### src/rtl/dbg_trace_buffer_pkg.sv
// dbg_trace_buffer_pkg: shared state and trigger-mode types for the debug trace buffer and control unit
package dbg_trace_buffer_pkg;
  typedef enum logic [1:0] {IDLE, ARMED, POST, DONE} trace_state_t;
  typedef enum logic [1:0] {TRIG_MATCH, TRIG_MISMATCH, TRIG_CHANGE, TRIG_EXT} trig_mode_t;
  typedef enum logic [1:0] {CU_IDLE, CU_FETCH, CU_EXEC, CU_WB} cu_state_t;
endpackage

### src/rtl/dbg_trace_buffer_if.sv
// dbg_trace_buffer_if: capture, trigger and readout signals; master drives stimulus/reads, slave is the buffer
interface dbg_trace_buffer_if import dbg_trace_buffer_pkg::*; #(parameter int TRACE_W = 32, parameter int DEPTH = 16);
  localparam int CW = $clog2(DEPTH) + 1;
  logic enable;
  logic sample_valid;
  logic [TRACE_W-1:0] sample_data;
  trig_mode_t trig_mode;
  logic [TRACE_W-1:0] trig_mask;
  logic [TRACE_W-1:0] trig_value;
  logic ext_trig;
  logic rd_req;
  logic rd_valid;
  logic [TRACE_W-1:0] rd_data;
  logic rd_last;
  trace_state_t state;
  logic [CW-1:0] count;
  logic [CW-1:0] trig_pos;
  modport master (
    output enable, sample_valid, sample_data, trig_mode, trig_mask, trig_value, ext_trig, rd_req,
    input rd_valid, rd_data, rd_last, state, count, trig_pos
  );
  modport slave (
    input enable, sample_valid, sample_data, trig_mode, trig_mask, trig_value, ext_trig, rd_req,
    output rd_valid, rd_data, rd_last, state, count, trig_pos
  );
endinterface

### src/rtl/dbg_trace_buffer_trace_ram.sv
// trace_ram: DEPTH x TRACE_W storage; ports clk, rst (sync active-low, clears read register only), one write port, one registered read port
module trace_ram #(
  parameter int TRACE_W = 32,
  parameter int DEPTH = 16
) (
  input  logic                     clk,
  input  logic                     rst,
  input  logic                     we_i,
  input  logic [$clog2(DEPTH)-1:0] waddr_i,
  input  logic [TRACE_W-1:0]       wdata_i,
  input  logic                     re_i,
  input  logic [$clog2(DEPTH)-1:0] raddr_i,
  output logic [TRACE_W-1:0]       rdata_o
);
  logic [TRACE_W-1:0] mem [DEPTH];
  logic [TRACE_W-1:0] rdata_q;
  always_ff @(posedge clk) begin
    if (we_i) mem[waddr_i] <= wdata_i;
    if (!rst) rdata_q <= '0;
    else if (re_i) rdata_q <= mem[raddr_i];
  end
  assign rdata_o = rdata_q;
endmodule

### src/rtl/dbg_trace_buffer.sv
// dbg_trace_buffer: triggered trace capture with post-trigger window and in-order readout; ports clk, rst (sync active-low), bus (slave side of dbg_trace_buffer_if)
module dbg_trace_buffer import dbg_trace_buffer_pkg::*; #(
  parameter int TRACE_W = 32,
  parameter int DEPTH = 16,
  parameter int POST_TRIG = 8
) (
  input logic clk,
  input logic rst,
  dbg_trace_buffer_if.slave bus
);
  localparam int AW = $clog2(DEPTH);
  localparam int CW = AW + 1;
  localparam logic [CW-1:0] FULL = CW'(DEPTH);
  localparam logic [CW-1:0] TP_CAP = CW'(DEPTH - POST_TRIG);
  localparam logic [CW-1:0] ONE = CW'(1);
  trace_state_t state_q;
  logic [AW-1:0] wr_ptr_q, rd_ptr_q, wr_ptr_nx;
  logic [CW-1:0] count_q, cnt_nx, trig_pos_q, post_q, rd_cnt_q;
  logic [TRACE_W-1:0] prev_q, masked;
  logic hist_q, rd_valid_q, rd_last_q;
  logic capturing, wr_en, abort, hit, trig, rd_en, rd_fin;
  always_comb begin
    masked = bus.sample_data & bus.trig_mask;
    capturing = state_q == ARMED || state_q == POST;
    abort = capturing && !bus.enable;
    wr_en = capturing && bus.enable && bus.sample_valid;
    wr_ptr_nx = wr_ptr_q + AW'(1);
    cnt_nx = count_q == FULL ? count_q : count_q + ONE;
    hit = bus.trig_mode == TRIG_MATCH    ? masked == (bus.trig_value & bus.trig_mask) :
          bus.trig_mode == TRIG_MISMATCH ? masked != (bus.trig_value & bus.trig_mask) :
          bus.trig_mode == TRIG_CHANGE   ? hist_q && masked != prev_q :
                                           bus.ext_trig;
    trig = wr_en && state_q == ARMED && hit;
    rd_en = state_q == DONE && bus.rd_req && rd_cnt_q != count_q;
    rd_fin = rd_en && rd_cnt_q + ONE == count_q;
  end
  // Trigger index in read order: samples beyond DEPTH-POST_TRIG would be pushed out by the post window, so clamp there.
  always_ff @(posedge clk) begin
    if (!rst) begin
      state_q <= IDLE;
      wr_ptr_q <= '0;
      rd_ptr_q <= '0;
      count_q <= '0;
      trig_pos_q <= '0;
      post_q <= '0;
      rd_cnt_q <= '0;
      prev_q <= '0;
      hist_q <= 1'b0;
      rd_valid_q <= 1'b0;
      rd_last_q <= 1'b0;
    end else begin
      rd_valid_q <= rd_en;
      rd_last_q <= rd_fin;
      if (wr_en) begin
        wr_ptr_q <= wr_ptr_nx;
        count_q <= cnt_nx;
        prev_q <= masked;
        hist_q <= 1'b1;
      end
      case (state_q)
        IDLE: if (bus.enable) begin
          state_q <= ARMED;
          wr_ptr_q <= '0;
          count_q <= '0;
          hist_q <= 1'b0;
        end
        ARMED: if (abort) begin
          state_q <= IDLE;
          count_q <= '0;
        end else if (trig) begin
          trig_pos_q <= (cnt_nx > TP_CAP ? TP_CAP : cnt_nx) - ONE;
          post_q <= CW'(POST_TRIG);
          if (POST_TRIG == 0) begin
            state_q <= DONE;
            rd_ptr_q <= wr_ptr_nx - cnt_nx[AW-1:0];
            rd_cnt_q <= '0;
          end else state_q <= POST;
        end
        POST: if (abort) begin
          state_q <= IDLE;
          count_q <= '0;
        end else if (wr_en) begin
          post_q <= post_q - ONE;
          if (post_q == ONE) begin
            state_q <= DONE;
            rd_ptr_q <= wr_ptr_nx - cnt_nx[AW-1:0];
            rd_cnt_q <= '0;
          end
        end
        DONE: if (rd_en) begin
          rd_ptr_q <= rd_ptr_q + AW'(1);
          rd_cnt_q <= rd_cnt_q + ONE;
          if (rd_fin) state_q <= IDLE;
        end
        default: state_q <= IDLE;
      endcase
    end
  end
  trace_ram #(.TRACE_W(TRACE_W), .DEPTH(DEPTH)) u_ram (
    .clk(clk),
    .rst(rst),
    .we_i(wr_en),
    .waddr_i(wr_ptr_q),
    .wdata_i(bus.sample_data),
    .re_i(rd_en),
    .raddr_i(rd_ptr_q),
    .rdata_o(bus.rd_data)
  );
  assign bus.rd_valid = rd_valid_q;
  assign bus.rd_last = rd_last_q;
  assign bus.state = state_q;
  assign bus.count = count_q;
  assign bus.trig_pos = trig_pos_q;
endmodule

### src/flat_wrapper.sv
// flat-port wrapper written by rule: the top's interface ports become plain ports
module dbg_trace_buffer_flat import dbg_trace_buffer_pkg::*;
#(
  parameter int TRACE_W = 32,
  parameter int DEPTH = 16,
  parameter int POST_TRIG = 8
)
  (clk, rst, bus_enable, bus_sample_valid, bus_sample_data, bus_trig_mode, bus_trig_mask, bus_trig_value, bus_ext_trig, bus_rd_req, bus_rd_valid, bus_rd_data, bus_rd_last, bus_state, bus_count, bus_trig_pos);
  dbg_trace_buffer_if #(.TRACE_W(TRACE_W), .DEPTH(DEPTH)) bus_i ();
  input logic clk;
  input logic rst;
  input wire logic [$bits(bus_i.enable)-1:0] bus_enable;
  input wire logic [$bits(bus_i.sample_valid)-1:0] bus_sample_valid;
  input wire logic [$bits(bus_i.sample_data)-1:0] bus_sample_data;
  input wire logic [$bits(bus_i.trig_mode)-1:0] bus_trig_mode;
  input wire logic [$bits(bus_i.trig_mask)-1:0] bus_trig_mask;
  input wire logic [$bits(bus_i.trig_value)-1:0] bus_trig_value;
  input wire logic [$bits(bus_i.ext_trig)-1:0] bus_ext_trig;
  input wire logic [$bits(bus_i.rd_req)-1:0] bus_rd_req;
  output wire logic [$bits(bus_i.rd_valid)-1:0] bus_rd_valid;
  output wire logic [$bits(bus_i.rd_data)-1:0] bus_rd_data;
  output wire logic [$bits(bus_i.rd_last)-1:0] bus_rd_last;
  output wire logic [$bits(bus_i.state)-1:0] bus_state;
  output wire logic [$bits(bus_i.count)-1:0] bus_count;
  output wire logic [$bits(bus_i.trig_pos)-1:0] bus_trig_pos;
  assign bus_i.enable = bus_enable;
  assign bus_i.sample_valid = bus_sample_valid;
  assign bus_i.sample_data = bus_sample_data;
  assign bus_i.trig_mode = bus_trig_mode;
  assign bus_i.trig_mask = bus_trig_mask;
  assign bus_i.trig_value = bus_trig_value;
  assign bus_i.ext_trig = bus_ext_trig;
  assign bus_i.rd_req = bus_rd_req;
  assign bus_rd_valid = bus_i.rd_valid;
  assign bus_rd_data = bus_i.rd_data;
  assign bus_rd_last = bus_i.rd_last;
  assign bus_state = bus_i.state;
  assign bus_count = bus_i.count;
  assign bus_trig_pos = bus_i.trig_pos;
  dbg_trace_buffer #(.TRACE_W(TRACE_W), .DEPTH(DEPTH), .POST_TRIG(POST_TRIG)) u_core (.clk(clk), .rst(rst), .bus(bus_i));
endmodule
### config.mk
export PLATFORM = sky130hd
export DESIGN_NAME = dbg_trace_buffer_flat
export DESIGN_NICKNAME = d
export VERILOG_FILES = /design/src/rtl/dbg_trace_buffer_pkg.sv /design/src/rtl/dbg_trace_buffer_if.sv /design/src/rtl/dbg_trace_buffer_trace_ram.sv /design/src/rtl/dbg_trace_buffer.sv /design/src/flat_wrapper.sv
export SDC_FILE = /design/constraint.sdc
export NUM_CORES = 1
export LEC_CHECK = 0
export CORE_MARGIN = 1.5
export CORE_UTILIZATION = 46
export CTS_CLUSTER_SIZE = 25
export DETAILED_ROUTE_END_ITERATION = 16
export SYNTH_ARGS = -nofsm -noshare
export SYNTH_HDL_FRONTEND = slang
export SYNTH_SLANG_ARGS = --single-unit
### constraint.sdc
create_clock -name clk -period 5.02 [get_ports clk]
set_input_delay 0.502 -clock clk [delete_from_list [all_inputs] [get_ports clk]]
set_output_delay 0.502 -clock clk [all_outputs]
set_load 0.01 [all_outputs]
After elaboration in Yosys (flattened, before gate mapping)
Memory sizes are Yosys's and may differ from the RTL's. A register that Yosys moved wholly into a read port is not among the register bits.
Cells that the tools add are included.
- $add $sub $neg: 7
- mux-type cells: 41
- bitwise gates (word level): 3
- $lt $le $gt $ge: 1
- equal/unequal tests: 23
- reduce and logical (&&, ||, !) cells: 21
- operators with widths (operator ; count):
    5-bit 2-to-1 mux ; 13
    32-bit AND ; 2
    32-bit inequality test ; 2
    32-bit == test ; 1
    5-bit one-hot mux with 2 select lines ; 3
    4-bit 2-to-1 mux ; 7
    2-bit 2-to-1 mux ; 8
    5-bit by 1-bit adder with 5-bit output, second input constant ; 2
    2-bit inequality test, second input constant ; 5
    5-bit AND reduction ; 2
    5-bit by 1-bit subtractor with 5-bit output, second input constant ; 2
    1-bit logical AND ; 9
    4-bit by 1-bit adder with 4-bit output, second input constant ; 2
    1-bit 2-to-1 mux ; 8
    2-bit one-hot mux with 4 select lines ; 1
    4-bit one-hot mux with 2 select lines ; 1
    2-bit == test, second input constant ; 3
    2-bit by 1-bit inequality test with 1-bit output, second input constant ; 3
    3-bit by 2-bit inequality test with 1-bit output, second input constant ; 2
    6-bit AND reduction ; 1
    5-bit by 1-bit == test with 1-bit output, second input constant ; 1
    5-bit == test ; 1
    5-bit == test, second input constant ; 1
    5-bit by 4-bit > comparator with 1-bit output, second input constant ; 1
    other kinds (11) ; 15
- memories: 1
- output and inout bits: 46
- memory bits (writable): 512
- bits in registers: 65
- input bits: 104
- memories (memory ; words ; width ; rd ports ; clocked after memory_dff ; write ports ; line ; source):
    u_core.u_ram.mem ; 16 ; 32 ; 1 ; 1 ; 1 ; dbg_trace_buffer_trace_ram.sv:15 ; logic [TRACE_W-1:0] mem [DEPTH];

Logic depth before layout (Yosys ltp)
- depth in word-level cells: 10
- gate-level depth with buffers: 14

By module
A second synthesis with hierarchy kept.
- cell total of the unflattened synthesis: 1744
- area total of the unflattened synthesis: 24994.0 µm²
- by module, submodules not included (module ; instances ; area an instance (µm²) ; sequential area each (µm²) ; cells an instance):
    trace_ram ; 1 ; 20866.3 ; 16015.4 ; 1216
    dbg_trace_buffer ; 1 ; 4127.7 ; 1301.2 ; 528

Least setup slack after synthesis
No wires, ideal clock.
- kind: register to register
- from: reg u_core.state_q[0] (netlist: u_core.bus.state[0])
- to: mem u_core.u_ram.mem[2][0] (enable)
- path slack: 0.775 ns
- cell stages (with the launch flop): 8
- clock period less this slack: 4.245 ns
- required time: 4.559 ns
- path buffers: 2
- data arrival time: 3.784 ns
- cells stage by stage: dfxtp_1 -> inv_1 -> ha_1 -> and3_1 -> buf_2 -> buf_1 -> nand2_1 -> nor3_1
- cells in the longest elaborated chain, start to end: 6
- elaborated cells on any way between the ends: 7
- those cells by class: eq/ne: 2; mux: 2; reduce/logical: 3
- RTL lines (element ; line ; source):
    from (decl) ; dbg_trace_buffer.sv:16 ; trace_state_t state_q;
    from (signal assigned) ; dbg_trace_buffer.sv:40 ; state_q <= IDLE;
    from (signal assigned) ; dbg_trace_buffer.sv:62 ; state_q <= ARMED;
    from (signal assigned) ; dbg_trace_buffer.sv:68 ; state_q <= IDLE;
    2-bit by 1-bit == test with 1-bit output / 2-bit == test (equally long branches) ; dbg_trace_buffer.sv:24 ; capturing = state_q == ARMED || state_q == POST;
    1-bit logical OR (*) ; dbg_trace_buffer.sv:24 ;
    1-bit logical AND (*) (2 in series) ; dbg_trace_buffer.sv:26 ; wr_en = capturing && bus.enable && bus.sample_valid;
    1-bit 2-to-1 mux (*) ; dbg_trace_buffer_trace_ram.sv:18 ; if (we_i) mem[waddr_i] <= wdata_i;
    1-bit 2-to-1 mux (not written as such) (*) ; dbg_trace_buffer_trace_ram.sv:18 ;
    to (decl) ; dbg_trace_buffer_trace_ram.sv:15 ;
Mark *: on every way between the ends. The rest lies on a longest branch, timed or not.

Worst setup path after layout
- from: in bus_sample_data[5]
- to: reg u_core.post_q[2]
- cells in the longest elaborated chain, start to end: 9
- elaborated cells on any way between the ends: 11
- those cells by class: eq/ne: 4; mux: 3; bitwise: 1; reduce/logical: 3
- RTL lines (element ; line ; source):
    from (decl) ; flat_wrapper.sv:14 ; input wire logic [$bits(bus_i.sample_data)-1:0] bus_sample_data;
    32-bit AND (*) ; dbg_trace_buffer.sv:23 ; masked = bus.sample_data & bus.trig_mask;
    32-bit inequality test ; dbg_trace_buffer.sv:31 ; bus.trig_mode == TRIG_CHANGE ? hist_q && masked != prev_q :
    1-bit logical AND ; dbg_trace_buffer.sv:31 ;
    1-bit 2-to-1 mux ; dbg_trace_buffer.sv:31 ;
    1-bit 2-to-1 mux ; dbg_trace_buffer.sv:30 ; bus.trig_mode == TRIG_MISMATCH ? masked != (bus.trig_value & bus.trig_mask) :
    1-bit 2-to-1 mux (*) ; dbg_trace_buffer.sv:29 ; hit = bus.trig_mode == TRIG_MATCH ? masked == (bus.trig_value & bus.trig_mask) :
    1-bit logical AND (*) ; dbg_trace_buffer.sv:33 ; trig = wr_en && state_q == ARMED && hit;
    2-bit by 1-bit inequality test with 1-bit output (no line) (*) ; -- ;
    5-bit AND reduction (no line) (*) ; -- ;
    to (signal assigned) ; dbg_trace_buffer.sv:72 ; post_q <= CW'(POST_TRIG);
    to (signal assigned) ; dbg_trace_buffer.sv:83 ; post_q <= post_q - ONE;
    to (decl) ; dbg_trace_buffer.sv:18 ; logic [CW-1:0] count_q, cnt_nx, trig_pos_q, post_q, rd_cnt_q;
Marks and branches as above.
A chain may end at the register's enable or synchronous reset.

==> reports/results.ini <==
[yosys]
async_flop_share_pct = 0
synth_top_area_share_pct = 62.6
synthMostInstantiatedCell = edfxtp_1
synth_area_mm2 = 0.0245
ys_ff_latch = 609
ys_warn_count = 0
synth_top_cell_by_area = edfxtp_1
synth_ff_type = edfxtp_1
ys_top_cells_by_count = edfxtp_1 (512), mux4_2 (160), nand2_1 (120), a21oi_1 (113), dfxtp_1 (97)
syn_inst = 1419
synth-edff-count = 512
ys_top_cells_by_area = edfxtp_1 (63%), mux4_2 (15%), dfxtp_1 (7.9%)
yosysSeqAreaShare_pct = 70.5
yosysUniqueCellTypes = 61
syn_nets = 1542
avgSynthCellArea_um2 = 17.3

[timing]
rsz0062_at_grt = false
max-slew-margin-rel_pct = 33.2
fin_crit_sh_pct = 69.9
hold_viol = 0
tightestPinTransition_ns = 1.00
drv_slew = 0
max_freq_mhz = 285
holdWs_ns = 0.453
finalSetupViolations = 0
clock_skew_ns = 0.0114
min_period_ns = 3.51
setup-tns-final_ns = 0

[floorplanning]
io_pins = 150
die-area_mm2 = 0.0548
rows = 84
dieHeight_um = 234
core_area_mm2 = 0.0527
initial_core_util_pct = 46.6
fp.dieW_um = 234

[global_routing]
met3_usage_pct = 4.67
track_usage_pct = 24.0
gr-total-overflow = 0
use_met2_pct = 37.6
grtUsageMet1_pct = 34.5
grt_pass1_vias = 13700
grt_max_degree = 60
grt_pass1_wl_mm = 93.2
busiest_layer = met2
antenna_found_initial = 5

[clock_network]
cts_buffers = 61
cts_htree_levels = 2
cts_buffer_depth = 3
cts_setup_buffers = 0
worst_skew_pair.late_latency_ns = 0.63
numClockSinks = 609
cts_tree = yes
clkTransAtPathRegs_ns = 0.06
root_buffer = clkbuf_16
cts.hold.buffers_added = 0
cts_resized = 0

[critical_path]
crit_fanout = 20
critPathLaunch = bus_sample_data[5]
r2r_end = u_core.post_q[4]
r2r_start = u_core.bus.state[0]
arrival_ns = 4.03
rrSetupSlack_ns = 1.97
startpoint_type = primary input
ff2ff_path_depth = 8
end_kind = flip-flop
path_class = in2reg
worstPathRequired_ns = 5.53

[drt]
first_pass_iters = 5
vias_per_cell = 5.94
drc = 0
drt_iter0_drc = 1557
detail-route-antenna-nets = 0
vias = 13900
drt-total-wl_mm = 64.5
routedWlPerCell_um = 27.5

[worst_hold_path]
whs_endpoint = u_core.u_ram.rdata_o[29]
min-delay-path-class = reg2reg
hold_start = u_core.u_ram.rdata_o[29]
whs_path_depth = 2

[layout]
final_nets = 1724
utilization_pct = 55.6
fillerInstances = 4040
drive_gt1_share_pct = 20.4
area_growth_pct = 19.2

[power]
ir_worst_vdd_v = 0.000263
p_per_area_mw_per_mm2 = 369
p_leak_nw = 9.18
total_power_mw = 10.8

[placed_design]
finalWeightedCongestion = 0.812
hpwl_mm = 37.6
io_buffer_count = 149

[flow_run]
drv_cap = 0

[run_status]
status = complete, no violations

## where the power goes
part | switching (mW) | internal (mW) | total (mW)
clock network | 1.95 | 2.68 | 4.63
logic | 0.371 | 0.245 | 0.615
registers | 0.0309 | 5.52 | 5.55
total | 2.35 | 8.44 | 10.8
## sequential cells by signal, summed over array words and instances (netlist names), named ones only
| signal | cells |
|---|---|
| u_core.bus.count | 5 |
| u_core.bus.rd_last | 1 |
| u_core.bus.rd_valid | 1 |
| u_core.bus.state | 2 |
| u_core.bus.trig_pos | 5 |
| u_core.hist_q | 1 |
| u_core.post_q | 5 |
| u_core.prev_q | 32 |
| u_core.rd_cnt_q | 5 |
| u_core.rd_ptr_q | 4 |
| u_core.u_ram.mem | 512 |
| u_core.u_ram.rdata_o | 32 |
| u_core.wr_ptr_q | 1 |
## metrics by stage
| step | instance area, um2 | setup slack [ns] | cells |
|---|---|---|---|
| 6_report | 29300 | 1.51 | 2343 |
| 5_1_grt | 29300 | 1.45 | 2342 |
| 4_1_cts | 29300 | 1.69 | 2342 |
| 3_5_place_dp | 27200 | 1.03 | 2226 |
| 3_3_place_gp | 27200 | 1.11 | 2226 |
| 2_1_floorplan | 24500 | 0.775 | 1419 |
## critical path, cell delays in order
cell and delay (ns):
clkdlybuf4s50_1 1.00, and3_1 0.27, o22ai_1 0.08, nor4_1 0.56
nand4_1 0.27, a22o_2 0.33, o211ai_2 0.60, a2111oi_0 0.21
o21bai_1 0.20
## cell families (layout without fill, tap and decap cells)
logic type / count (synthesis) / count (layout) / share of synthesized area [%]
compound gates: 191 / 191 / 4.71
xor+xnor: 53 / 53 / 1.89
fa+ha+maj: 19 / 19 / 0.999
buf+inv: 93 / 328 / 1.50
flops: 609 / 609 / 70.5
mux: 165 / 165 / 14.9
other cells: 0 / 1 / 0
simple gates: 289 / 289 / 5.48
## worst max-delay path by stage
stage	slack, ns	cells after the start	endpoint
6_report	1.51	9	u_core.post_q[2]
5_1_grt	1.45	9	u_core.post_q[2]
4_1_cts	1.69	9	u_core.post_q[2]
3_5_place_dp	1.03	9	u_core.post_q[2]
3_3_place_gp	1.11	9	u_core.post_q[2]
2_1_floorplan	0.78	7	u_core.u_ram.mem[2][0]
## metal layers
| metal | share of wire (%) | up-vias |
|---|---|---|
| met1 | 43 | 7284 |
| met5 | 0.054 | - |
| met2 | 47 | 502 |
| li1 | - | 6029 |
| met4 | 2.3 | 6 |
| met3 | 7.1 | 108 |
## area by class of cell
class / count / area (um2) / area share, %
multi-input combinational: 717 / 7000 / 23.9
tap: 688 / 861 / 2.94
clock buffer: 79 / 1680 / 5.76
timing repair buffer: 191 / 1940 / 6.65
clock inverter: 37 / 360 / 1.23
inverter: 21 / 80.1 / 0.274
sequential: 609 / 17300 / 59.2
antenna: 1 / 2.50 / 0.00855
## layout by cell type, fill, tap and decap left out, types with 31 or more instances in the layout
master / n
mux4_2: 160
nand2_1: 120
dfxtp_1: 93
edfxtp_1: 512
clkbuf_16: 61
xor2_1: 42
buf_4: 31
nand3_1: 49
clkdlybuf4s50_1: 149
and3_1: 32
a21oi_1: 113
Note: power is estimated with default switching activity, not from simulation.
